**config.mk**
```make
export PLATFORM = sky130hd
export DESIGN_NAME = ex_result_buffer
export DESIGN_NICKNAME = d
export VERILOG_FILES = /design/src/rtl/ex_result_buffer_pkg.sv /design/src/rtl/ex_result_buffer_fwd_match.sv /design/src/rtl/ex_result_buffer.sv
export SDC_FILE = /design/constraint.sdc
export NUM_CORES = 1
export LEC_CHECK = 0
export CORE_UTILIZATION = 52
export CTS_CLUSTER_SIZE = 40
export DETAILED_ROUTE_END_ITERATION = 6
export HOLD_SLACK_MARGIN = 0.03
export PLACE_DENSITY = 0.89
export SETUP_SLACK_MARGIN = 0.05
export SLEW_MARGIN = 40
export SYNTH_ARGS = -nofsm -noshare
export SYNTH_HDL_FRONTEND = slang
export SYNTH_SLANG_ARGS = --single-unit
```
**constraint.sdc**
```tcl
create_clock -name clk -period 8.3 [get_ports clk]
set_clock_uncertainty 0.05 [all_clocks]
set_input_delay 2.075 -clock clk [delete_from_list [all_inputs] [get_ports clk]]
set_output_delay 2.075 -clock clk [all_outputs]
set_load 0.005 [all_outputs]
```
**src/rtl/ex_result_buffer_pkg.sv**
```systemverilog
// ex_result_buffer_pkg: shared pipeline constants for the EX result buffer slice
package ex_result_buffer_pkg;
  localparam int REG_BUS_W = 32;
  localparam int REG_ADDR_BUS_W = 5;
  localparam logic RST_ENABLE = 1'b1;
  localparam logic WRITE_ENABLE = 1'b1;
  localparam logic WRITE_DISABLE = 1'b0;
  localparam logic [REG_BUS_W-1:0] ZERO_WORD = 32'h0000_0000;
  localparam logic [REG_ADDR_BUS_W-1:0] ZERO_ADDR = 5'd0;
endpackage

```
**src/rtl/ex_result_buffer_fwd_match.sv**
```systemverilog
// ex_result_buffer_fwd_match: youngest-first register match over the occupied buffer entries
module ex_result_buffer_fwd_match
  import ex_result_buffer_pkg::*;
#(
  parameter int DATA_W = REG_BUS_W,
  parameter int ADDR_W = REG_ADDR_BUS_W,
  parameter int DEPTH = 2,
  localparam int PW = $clog2(DEPTH),
  localparam int CW = PW + 1
) (
  input  logic [ADDR_W-1:0] addr,
  input  logic [PW-1:0]     wr_ptr,
  input  logic [CW-1:0]     count,
  input  logic [ADDR_W-1:0] wd [DEPTH],
  input  logic [DEPTH-1:0]  wreg,
  input  logic [DATA_W-1:0] wdata [DEPTH],
  output logic              hit,
  output logic [DATA_W-1:0] data
);
  logic [PW-1:0] idx;
  // Walk oldest to youngest so the youngest match is the last one written.
  always_comb begin
    hit = 1'b0;
    data = DATA_W'(ZERO_WORD);
    idx = '0;
    for (int k = DEPTH - 1; k >= 0; k--) begin
      idx = wr_ptr - PW'(k + 1);
      if (CW'(k) < count && wreg[idx] == WRITE_ENABLE && wd[idx] == addr && addr != ADDR_W'(ZERO_ADDR)) begin
        hit = 1'b1;
        data = wdata[idx];
      end
    end
  end
endmodule

```
**src/rtl/ex_result_buffer.sv**
```systemverilog
// ex_result_buffer: in-order EX write-back buffer with valid/ready on both sides and ID forwarding
module ex_result_buffer
  import ex_result_buffer_pkg::*;
#(
  parameter int DATA_W = REG_BUS_W,
  parameter int ADDR_W = REG_ADDR_BUS_W,
  parameter int DEPTH = 2,
  localparam int PW = $clog2(DEPTH),
  localparam int CW = PW + 1
) (
  input  logic              clk,
  input  logic              rst,
  input  logic              flush_i,
  input  logic              in_valid_i,
  output logic              in_ready_o,
  input  logic [ADDR_W-1:0] in_wd_i,
  input  logic              in_wreg_i,
  input  logic [DATA_W-1:0] in_wdata_i,
  output logic              out_valid_o,
  input  logic              out_ready_i,
  output logic [ADDR_W-1:0] out_wd_o,
  output logic              out_wreg_o,
  output logic [DATA_W-1:0] out_wdata_o,
  input  logic [ADDR_W-1:0] fwd_addr0_i,
  input  logic [ADDR_W-1:0] fwd_addr1_i,
  output logic              fwd_hit0_o,
  output logic              fwd_hit1_o,
  output logic [DATA_W-1:0] fwd_data0_o,
  output logic [DATA_W-1:0] fwd_data1_o,
  output logic [CW-1:0]     count_o
);
  logic [ADDR_W-1:0] mem_wd [DEPTH];
  logic [DEPTH-1:0]  mem_wreg;
  logic [DATA_W-1:0] mem_wdata [DEPTH];
  logic [PW-1:0]     wr_ptr, rd_ptr;
  logic [CW-1:0]     count;
  logic              push, pop;

  assign in_ready_o = count < CW'(DEPTH);
  assign out_valid_o = count != '0;
  assign push = in_valid_i && in_ready_o;
  assign pop = out_valid_o && out_ready_i;
  assign count_o = count;
  assign out_wd_o = out_valid_o ? mem_wd[rd_ptr] : ADDR_W'(ZERO_ADDR);
  assign out_wreg_o = out_valid_o ? mem_wreg[rd_ptr] : WRITE_DISABLE;
  assign out_wdata_o = out_valid_o ? mem_wdata[rd_ptr] : DATA_W'(ZERO_WORD);

  always_ff @(posedge clk) begin
    if (rst == RST_ENABLE || flush_i) begin
      wr_ptr <= '0;
      rd_ptr <= '0;
      count <= '0;
    end else begin
      if (push) wr_ptr <= wr_ptr + PW'(1);
      if (pop) rd_ptr <= rd_ptr + PW'(1);
      count <= count + CW'(push) - CW'(pop);
    end
  end

  // Payload is left out of reset; only occupied slots are ever observed.
  always_ff @(posedge clk) begin
    if (push && !flush_i) begin
      mem_wd[wr_ptr] <= in_wd_i;
      mem_wreg[wr_ptr] <= in_wreg_i;
      mem_wdata[wr_ptr] <= in_wdata_i;
    end
  end

  ex_result_buffer_fwd_match #(.DATA_W(DATA_W), .ADDR_W(ADDR_W), .DEPTH(DEPTH)) u_fwd0 (
    .addr(fwd_addr0_i), .wr_ptr(wr_ptr), .count(count), .wd(mem_wd), .wreg(mem_wreg),
    .wdata(mem_wdata), .hit(fwd_hit0_o), .data(fwd_data0_o)
  );

  ex_result_buffer_fwd_match #(.DATA_W(DATA_W), .ADDR_W(ADDR_W), .DEPTH(DEPTH)) u_fwd1 (
    .addr(fwd_addr1_i), .wr_ptr(wr_ptr), .count(count), .wd(mem_wd), .wreg(mem_wreg),
    .wdata(mem_wdata), .hit(fwd_hit1_o), .data(fwd_data1_o)
  );
endmodule

```
# Yosys cells after proc, flatten, opt, wreduce, memory -nomap -nowiden
# Index checks and enable logic that the tools add are counted.
# word_totals
in_bits	53
register_bits	80
elab_cells	95
out_inout_bits	108
# op_classes
mux	44
n_reduce_logical	20
n_addsub	5
order_cmp	11
n_eq_ne	4
bitwise	3
# op_table
operator	count
two-way mux 32 bit	15
bitwise mux 64 bit	1
two-way mux 5 bit	11
demux 32 bit (select 1 bit)	1
== test 5 bit	4
logical AND 1 bit	15
two-way mux 1 bit	12
bitwise mux 10 bit	1
nonzero test 5 bit	2
>= comparator 2 bit, second input constant	3
< comparator 1 x 2 -> 1 bit, second input constant	3
inverter 1 -> 2 bit	3
demux 5 bit (select 1 bit)	1
< comparator 1 x 2 -> 1 bit, first input constant	2
adder 1 bit, second input constant	2
adder 2 x 1 -> 2 bit	1
bitwise mux 2 bit	1
< comparator 2 x 1 -> 1 bit, second input constant	1
< comparator 2 bit, second input constant	1
nonzero test 2 bit	1
subtractor 2 x 1 -> 2 bit	1
demux 1 bit (select 1 bit)	1
>= comparator 1 bit, second input constant	1
zero test 1 bit	1
other kinds (2)	2

# Depth between registers and ports, before layout
# depth
word_depth	9
mapped_depth	9
mapped_depth_nobuf	9

# Modules after synthesis
# Synthesis repeated with hierarchy kept, for this count alone.
# unflattened
cells_unflattened	543
hier_area_um2	6278.5
# modules_own_cells
mod	area_each_um2	instances	cells_each	seq_area_each_um2
ex_result_buffer_fwd_match	1586.5	2	178	0.0
ex_result_buffer	3105.5	1	187	2362.3

# Worst setup path before layout
# No wires, ideal clock.
# synth_timing
path_type	input -> register
start	input port in_valid_i
end	register mem_wd[0] (netlist bit), enable pin
n_path_buf	0
slack_ns	2.749
setup_time_ns	0.489
t_arrival_ns	5.012
path_stages	2
t_required_ns	7.761
cell_sequence	nand2_1 > nor3b_1
# synth_via
elab_chain_len	2
# synth_lines
item	line_no	rtl
from (decl)	ex_result_buffer.sv:14	input logic in_valid_i,
logical AND 1 bit	ex_result_buffer.sv:41	assign push = in_valid_i && in_ready_o;
logical AND 1 bit	ex_result_buffer.sv:62	if (push && !flush_i) begin
to (signal, indexed assignment)	ex_result_buffer.sv:63	mem_wd[wr_ptr] <= in_wd_i;
to (decl)	ex_result_buffer.sv:32	logic [ADDR_W-1:0] mem_wd [DEPTH];
# Every way passes these cells.
# A chain may end at the register's enable or synchronous reset.

# Worst setup path in the final report
# layout_timing
start	input port fwd_addr0_i[3]
end	output port fwd_data0_o[0]
# layout_via
elab_chain_len	5
word_cells_on_any_way	9
classes_between	2 x eq/ne; 2 x mux; 5 x reduce/logical
# layout_lines
item	line_no	rtl
from (decl)	ex_result_buffer.sv:24	input logic [ADDR_W-1:0] fwd_addr0_i,
== test 5 bit	ex_result_buffer_fwd_match.sv:28	if (CW'(k) < count && wreg[idx] == WRITE_ENABLE && wd[idx] == addr && addr != ADDR_W'(ZERO_ADDR)) begin
logical AND 1 bit (2 in series)	ex_result_buffer_fwd_match.sv:28	
two-way mux 32 bit	ex_result_buffer_fwd_match.sv:28	
two-way mux 32 bit (*)	ex_result_buffer_fwd_match.sv:28	
to (decl)	ex_result_buffer.sv:28	output logic [DATA_W-1:0] fwd_data0_o,
# Every way passes the cells marked *; elsewhere a longest branch is shown, timed or not.

==> reports/results.txt <==
Share of post-route cells with drive strength above 1: 0.126
Register Area: 2370 sq um
Register bit total from synthesis: 80
Post-synth EDFFs: 76
Util after Layout: 0.739
Status: finished, final reports clean
WL/cell: 18.8 um
Die X: 103 um
Total grt overflow: 0
Largest net degree at the start of global routing: 40
Max Root-Sink Buffers: 2
Via/cell ratio: 5.75
Syn_area_per_cell: 11.8 sq um
Postcts setup bufs: 0
CP endpoint kind: primary output
Max VDD drop: 0.0956 mV
Synthesized instance count: 455
Vias: 4,273
Critical path depth in cells: 7
Syn Nets: 510
MaxCap Viol Count: 0
Crit-path cells: clkdlybuf4s50_1 > xnor2_1 > nor4_2 > nand3_2 > buf_4 > mux2i_1 > clkdlybuf4s50_1
Gr usage total: 0.270
Hold path cells: 3
Pre-antenna DRT Iters: 4
CP max FO: 19
CP Launch Type: input port
CP Data Required Time: 6.18 ns
Vias in the first global route: 4,318
Drt total wl: 14,000 um
Placement Rows: 36
Die Y: 103 um
Leakage: 0.00270 uW
RSZ-0062 raised after global routing: no
Setup TNS: 0 ns
Residual DRC: 0
WP buf/inv: 3
CP max stage delay: 0.56 ns
Most used standard cell by instance count after synthesis: mux2i_1
Critical path class: input port to primary output
CTS tree: built
Mapped Area: 5360 sq um
Crit path time final: 6.97 ns
HP Class: flop to flop
DRT iter0 DRCs: 215
Core area: 9860 sq um
Nets@finish: 660
FILL cells: 644
Post-synth ARST share: 0
Area grow syn2layout: 36.1%
Worst hold slack: 0.653 ns
Starting Density: 0.543
Antenna cells: 0
CP most frequent cell: clkdlybuf4s50_1
Hold buffers post-CTS: 0
Setup-failing EPs final: 0
TritonCTS Sinks: 80
First-pass GRT wire length: 21,500 um
Critical path data arrival time: 4.85 ns
Cell variety after synth: 25
Root cell of the clock tree: clkbuf_8
H-tree levels: 3
Number of routed nets with antenna violations: 0
Power Density: 126 nW/um^2
TritonCTS buffer count: 9
Fin crit share: 0.840
Antenna violations before repair: 0
Worst-path clk slew: 0.08 ns
Endpoints failing hold: 0
Boundary Pins: 161
Area leader, netlist: edfxtp_1
Largest cells by area after synthesis: edfxtp_1, mux2i_1, mux2_2, nand3_1, xnor2_1
Clk Latency, worst-skew pair: 0.36 ns
Dpl hpwl: 10,000 um
Multi-input gate area: 2800 sq um
Ys Warns: 0
Ys flop type: edfxtp_1
Pins Over Slew Limit: 0
Synth top cells by count: mux2i_1, edfxtp_1, nand3_1
Die ar.: 10,700 sq um
Routability cong.: 0.887
Post-synthesis sequential area ratio: 0.441
IO Port Bufs: 160
Post-cts sizing count: 0
Worst R2R Path Depth: 10
Slew headroom: 0.523
Worst path slowest cell: clkdlybuf4s50_1
Achievable Freq: 143 MHz
Crit-path leading delay family: buffers and inverters
Worst-margin pin slew: 0.716 ns
Yosys top cell area share: 0.426
stage by stage:
stage	power [uW]	setup WS, ns	instances	area, sq um
after detailed placement	650	1.36	727	7100
after CTS	922	1.35	743	7290
after global placement	639	1.33	721	7020
final	917	1.33	743	7290
after floorplan	566	2.75	455	5360
after global routing	950	1.18	743	7290
kinds of logic (layout without fill, tap and decap cells):
kind of cell	Yosys count	after routing	share of synthesized area
AOI/OAI and AO/OA	4	4	0.0121
xor gates and xnor gates	24	24	0.0393
adders and majority gates	2	2	0.00467
buffers and inverters	39	194	0.0409
DFF	80	80	0.441
muxes	178	178	0.345
and+or+nand+nor	128	128	0.117
per-layer routing:
| layer | share of wire | wire length [um] | track usage |
|---|---|---|---|
| met5 | 0 | 0 | 0 |
| met4 | 0.022 | 315 | 0.129 |
| met3 | 0.060 | 846 | 0.0423 |
| met2 | 0.50 | 7000 | 0.472 |
| met1 | 0.42 | 5840 | 0.327 |
worst register-to-register path, stage by stage (launching register included):
cell,delay [ns]
dfxtp_1,0.37
nor2_4,0.38
buf_8,0.21
inv_1,0.08
and2_1,0.20
ha_1,0.28
inv_1,0.04
ha_1,0.19
xnor2_1,0.18
xnor2_1,0.14
nor3_1,0.06
report_power, final:
part           internal, uW  switching [uW]
registers               457            11.1
logic                  90.4            84.0
clock network           138             136
path summary, 6_finish.rpt:
kind,from,to,slack (ns)
worst max register to register,count_o[1],count_o[1],6.01
worst min-delay path,count_o[1],count_o[1],0.65
worst min register to register,count_o[1],count_o[1],0.65
worst max-delay path,fwd_addr0_i[3],fwd_data0_o[0],1.33
sequential cells by signal (all words and copies together), names as in the netlist:
name	cells
count_o	2
mem_wd	10
mem_wdata	64
mem_wreg	2
rd_ptr	1
wr_ptr	1
placed cells by master (no fill, tap or decap), types with 3 or more instances in the layout:
cell type	synthesis	layout
buf_4	0	11
clkdlybuf4s50_1	0	160
edfxtp_1	76	76
xor2_1	3	3
mux2i_1	142	142
nand2_1	7	7
inv_1	3	3
nor2_1	42	41
clkbuf_8	0	9
nor3_1	6	5
nand3_1	63	63
xnor2_1	21	21
mux2_2	34	34
clkbuf_1	15	3
final cells by class:
cell class / count / share of cell area
clock buffers: 12 / 0.0185
clock inverters: 4 / 0.00653
inverters: 3 / 0.00155
multi-input cells: 336 / 0.385
flip-flops and latches: 80 / 0.325
well taps: 133 / 0.0228
repair buffers: 175 / 0.241
Note: power is estimated with default switching activity, not from simulation.
